### src/rtl/dct2d_param.sv
// NxN 2-D forward/inverse DCT engine: two separable MAC passes (A*X, then T*A^T)
// through an internal transpose buffer, with round-half-up and sticky saturation.
module dct2d_param #(
  parameter int N    = 8,
  parameter int LOGN = 3,
  parameter int IW   = 8,
  parameter int MW   = 16,
  parameter int FRAC = 14,
  parameter int OW   = 16
) (
  input  logic              clk,
  input  logic              reset_n,
  input  logic              en,
  input  logic              mode,
  output logic              rdy,
  output logic              sat,
  output logic [2*LOGN-1:0] iaddr,
  input  logic [IW-1:0]     iq,
  output logic [2*LOGN-1:0] maddr,
  input  logic [MW-1:0]     mq,
  output logic [2*LOGN-1:0] waddr,
  output logic [OW-1:0]     wdata,
  output logic              wwren
);

  localparam int XW = (IW > OW) ? IW : OW;
  localparam int PW = XW + MW;
  localparam int AW = XW + MW + LOGN;
  localparam logic signed [AW-1:0] HALF = AW'(1 << (FRAC - 1));
  localparam logic signed [AW-1:0] MAXV = AW'((1 << (OW - 1)) - 1);
  localparam logic signed [AW-1:0] MINV = ~MAXV;

  typedef enum logic [1:0] {IDLE, PASS1, PASS2} state_t;

  state_t                 r_state;
  logic                   r_mode;
  logic                   r_sat;
  logic [LOGN-1:0]        r_i;
  logic [LOGN-1:0]        r_j;
  logic [LOGN:0]          r_k;
  logic signed [AW-1:0]   r_acc;
  logic                   r_wwren;
  logic [2*LOGN-1:0]      r_waddr;
  logic [OW-1:0]          r_wdata;
  logic [OW-1:0]          r_tbuf [N*N];

  logic                   w_mac;
  logic                   w_last;
  logic [LOGN-1:0]        w_kl;
  logic [LOGN-1:0]        w_row;
  logic signed [XW-1:0]   w_opnd;
  logic signed [PW-1:0]   w_prod;
  logic signed [AW-1:0]   w_base;
  logic signed [AW-1:0]   w_acc_nxt;
  logic signed [AW-1:0]   w_sum;
  logic signed [AW-1:0]   w_rnd;
  logic                   w_clip;
  logic [OW-1:0]          w_res;

  // k == N marks the writeback cycle; k < N are MAC cycles
  assign w_kl   = r_k[LOGN-1:0];
  assign w_mac  = (r_state != IDLE) && !r_k[LOGN];
  assign w_last = w_mac && (w_kl == LOGN'(N - 1));
  assign w_row  = (r_state == PASS1) ? r_i : r_j;

  assign rdy   = (r_state == IDLE);
  assign sat   = r_sat;
  assign wwren = r_wwren;
  assign waddr = r_waddr;
  assign wdata = r_wdata;
  assign iaddr = (w_mac && r_state == PASS1) ? {w_kl, r_j} : '0;
  assign maddr = w_mac ? (r_mode ? {w_kl, w_row} : {w_row, w_kl}) : '0;

  always_comb begin
    if (r_state == PASS1) w_opnd = XW'($signed(iq));
    else                  w_opnd = XW'($signed(r_tbuf[{r_i, w_kl}]));
    w_prod    = w_opnd * $signed(mq);
    w_base    = (r_k == '0) ? '0 : r_acc;
    w_acc_nxt = w_base + AW'(w_prod);
    w_sum     = w_acc_nxt + HALF;
    w_rnd     = w_sum >>> FRAC;
    w_clip    = 1'b0;
    w_res     = w_rnd[OW-1:0];
    if (w_rnd > MAXV) begin
      w_clip = 1'b1;
      w_res  = MAXV[OW-1:0];
    end else if (w_rnd < MINV) begin
      w_clip = 1'b1;
      w_res  = MINV[OW-1:0];
    end
  end

  // Results are formed from the final MAC sum so the writeback cycle sees them registered
  always_ff @(posedge clk or negedge reset_n) begin
    if (!reset_n) begin
      r_state <= IDLE;
      r_mode  <= 1'b0;
      r_sat   <= 1'b0;
      r_i     <= '0;
      r_j     <= '0;
      r_k     <= '0;
      r_acc   <= '0;
      r_wwren <= 1'b0;
      r_waddr <= '0;
      r_wdata <= '0;
    end else begin
      r_wwren <= 1'b0;
      case (r_state)
        IDLE: begin
          if (en) begin
            r_state <= PASS1;
            r_mode  <= mode;
            r_sat   <= 1'b0;
            r_i     <= '0;
            r_j     <= '0;
            r_k     <= '0;
          end
        end
        PASS1, PASS2: begin
          if (w_mac) begin
            r_acc <= w_acc_nxt;
            r_k   <= r_k + 1'b1;
            if (w_last) begin
              if (w_clip) r_sat <= 1'b1;
              if (r_state == PASS2) begin
                r_wwren <= 1'b1;
                r_waddr <= {r_i, r_j};
                r_wdata <= w_res;
              end
            end
          end else begin
            r_k <= '0;
            r_j <= r_j + 1'b1;
            if (r_j == LOGN'(N - 1)) begin
              r_i <= r_i + 1'b1;
              if (r_i == LOGN'(N - 1))
                r_state <= (r_state == PASS1) ? PASS2 : IDLE;
            end
          end
        end
        default: r_state <= IDLE;
      endcase
    end
  end

  always_ff @(posedge clk) begin
    if (r_state == PASS1 && w_last) r_tbuf[{r_i, r_j}] <= w_res;
  end

endmodule
### config.mk
export PLATFORM = sky130hd
export DESIGN_NAME = dct2d_param
export DESIGN_NICKNAME = d
export VERILOG_FILES = /design/src/rtl/dct2d_param.sv
export SDC_FILE = /design/constraint.sdc
export NUM_CORES = 2
export LEC_CHECK = 0
export ABC_AREA = 1
export CAP_MARGIN = 10
export CORE_ASPECT_RATIO = 1.1
export CORE_UTILIZATION = 45
export CTS_BUF_LIST = sky130_fd_sc_hd__clkbuf_4 sky130_fd_sc_hd__clkbuf_8 sky130_fd_sc_hd__clkbuf_16
export DETAILED_ROUTE_END_ITERATION = 10
export SYNTH_ARGS = -nofsm -noshare
export SYNTH_HDL_FRONTEND = slang
export SYNTH_SLANG_ARGS = --single-unit
### constraint.sdc
create_clock -name clk -period 12.51 [get_ports clk]
set_clock_uncertainty 0.1 [all_clocks]
set_input_delay 2.502 -clock clk [delete_from_list [all_inputs] [get_ports clk]]
set_output_delay 2.502 -clock clk [all_outputs]
set_load 0.02 [all_outputs]
==> summary.txt <==
Critical path
  • Kind of critical path: reg2reg
  • CP Capture Type: flop
  • Crit path max-delay family: simple AND/OR/NAND/NOR gates
  • Worst-path maximum fanout: 82
  • Most used cell, CP: nand2_1
  • Buffers & Inverters on Critical Path: 12
  • CP Launch Type: flop
  • Arrival time at the worst endpoint: 12460 ps
  • Slowest cell delay on critical path: 1020 ps
  • CP max-delay cell: nor4_1
  • Critical path required time: 12900 ps

Synthesis
  • Syn_nets: 5451
  • Post-synth top flop: edfxtp_1
  • Mapped Cells: 4998
  • Seq cells post-synth: 1096
  • Synthesized area per cell: 11.23 um^2
  • Count of unique library cells instantiated by Yosys: 50
  • Fraction of registers with async set/reset: 6.569%
  • Synthesized cell area: 56110 um^2
  • Number of synthesized flops with an enable pin: 1024
  • Synthesis warning total: 0
  • Post-synthesis sequential area ratio: 58.01%

Die
  • Die area: 126100 um^2
  • Rows: 135
  • Die X: 338.7 um
  • Initial core utilization: 45.45%
  • Core ar.: 123500 um^2
  • Die Y: 372.4 um
  • Boundary pin count: 65

Cells and area
  • Layout cells sized above 1: 9.140%
  • Layout fillers: 10730
  • Most frequent cells in the layout: edfxtp_1 (1024), nor2_1 (910), o21ai_0 (587), nand2_1 (529), inv_1 (522)
  • Commonest non-fill, non-tap cell in the layout: edfxtp_1
  • # nets final: 5594
  • P&R area growth vs syn: 13.33%

Clock tree
  • H-tree levels: 3
  • Num CTS Buffers: 107
  • Post-CTS Hold Buffers: 0
  • Max Buffers Root-to-Sink: 3
  • Clock sink count: 1096
  • Worst-skew pair later-pin latency: 730 ps
  • CTS tree: yes
  • Post-CTS Setup Inserts: 0
  • Resized Gates After CTS: 0
  • Clock slew at reported path FFs: 60 ps
  • Clock root cell: clkbuf_16

Hold path
  • Hold WC Path Type: reg2reg

Detailed routing
  • Vias/cell: 5.720
  • DRT iter0 DRCs: 3754
  • Pre-antenna DRT Iters: 6
  • Antenna-violating nets left: 0
  • Wire per inst: 25.21 um
  • Final wirelength: 173300 um
  • DRC errors left: 0
  • DR vias: 39330

Timing
  • Actual slew at the worst max-slew pin: 1217 ps
  • Pins over their slew limit: 0
  • Tmin final: 12070 ps
  • Post-Route Setup TNS: 0 ps
  • RSZ-0062 raised after global routing: no
  • Hold Vio Cnt, Final: 0
  • Setup Viol. Count Final: 0
  • Peak Freq: 82.86 MHz
  • Relative slew margins: 18.56%
  • Period utilization: 96.47%

GRT
  • First-pass GRT wire length: 257400 um
  • Antenna violations before repair: 3
  • Total track usage: 27.63%
  • Grt ovf: 0
  • Vias in the first global route: 39140
  • Largest net degree at the start of global routing: 128

Status
  • Status: finished clean

Placement
  • Post-DP HPWL: 116900 um
  • Port Buffers: 64
  • GP Congestion: 0.9619

Run
  • Max-Cap Viols: 0
## synthesized netlist by cell type, drive strengths merged (5+ instances only)
master	instances	share of area, %
nand3	123	1.1
a21oi	51	0.45
edfxtp	1024	55
buf	94	0.84
clkinv	10	0.067
o221ai	158	2.5
nor3	8	0.080
nand4	38	0.42
nand3b	5	0.067
dfrtp	72	3.2
inv	542	3.6
nand2	538	3.6
xor2	17	0.28
a31oi	6	0.067
o22ai	83	0.93
clkbuf	163	1.1
ha	115	2.6
o211ai	73	0.98
fa	310	11
o41ai	7	0.11
xnor2	11	0.19
nor2	924	6.2
o21ai	605	5.5
## kinds of logic (layout without fill, tap and decap cells)
kind of cell | count (synthesis) | in the layout | synth area share, %
buf+inv | 809 | 1041 | 5.619
fa+ha+maj | 425 | 425 | 13.62
simple gates | 1648 | 1648 | 11.67
flops | 1096 | 1096 | 58.01
compound gates | 992 | 992 | 10.61
other cells | 0 | 1 | 0
xor+xnor | 28 | 28 | 0.4638
## path summary, 6_finish.rpt
kind,start,endpoint,slack (ps),cells after the start
hold / removal,r_acc[31]$_DFFE_PN0P_,r_acc[31]$_DFFE_PN0P_,380,2
setup reg to reg,r_k[0]$_DFFE_PN0P_,r_tbuf[57][9]$_DFFE_PP_,440,41
min in group asynchronous,reset_n,waddr[2]$_DFFE_PN0P_,1620,1
hold reg to reg,r_acc[31]$_DFFE_PN0P_,r_acc[31]$_DFFE_PN0P_,380,2
setup / recovery,r_k[0]$_DFFE_PN0P_,r_tbuf[57][9]$_DFFE_PP_,440,41
max in group asynchronous,reset_n,r_acc[18]$_DFFE_PN0P_,9590,2
## layout make-up
type                            instances  area, um^2  area share (%)
Sequential cell                      1096       32560           51.21
Multi-Input combinational cell       3093       20540           32.30
Clock buffer                          139        2949           4.637
Timing Repair Buffer                  291        2830           4.450
Inverter                              552        2090           3.286
Tap cell                             1644        2057           3.235
Clock inverter                         59       563.0          0.8854
Antenna cell                            1       2.502        0.003935
## sequential cells by signal (all words and copies together), names as in the netlist
register	count
r_k	4
wdata	16
waddr	6
r_state	2
r_i	3
r_mode	1
wwren	1
r_j	3
r_tbuf	1024
r_acc	35
sat	1
## tightest hold or removal path: stages (launching register included)
cell and delay (ps):
dfrtp_1 340, nand2_1 50, o21ai_0 60
## routing by layer
layer  track usage (%)  wire length [um]  vias up  share of wire, %
met2             47.17             85160     1643                49
met4             12.94              8452        0               4.9
met5                 0                 0        -                 0
met1             35.18             67780    19810                39
li1                  -                 -    17510                 -
met3             3.442             11910      362               6.9
## per-stage QoR
stage	instance area (um^2)	util (%)	hold slack [ps]	instances	setup slack (ps)
after CTS	63590	51.50	386.2	6874	785.6
after global placement	60080	48.66	367.6	6676	666.9
after floorplan	56110	-	353.0	4998	1404
final	63590	51.50	383.6	6875	441.4
after global routing	63590	51.50	404.9	6874	75.67
after detailed placement	60080	48.66	370.8	6676	693.8
Power is not shown: default switching activity piles up to over one toggle a cycle in this logic, so the estimate is an artifact.
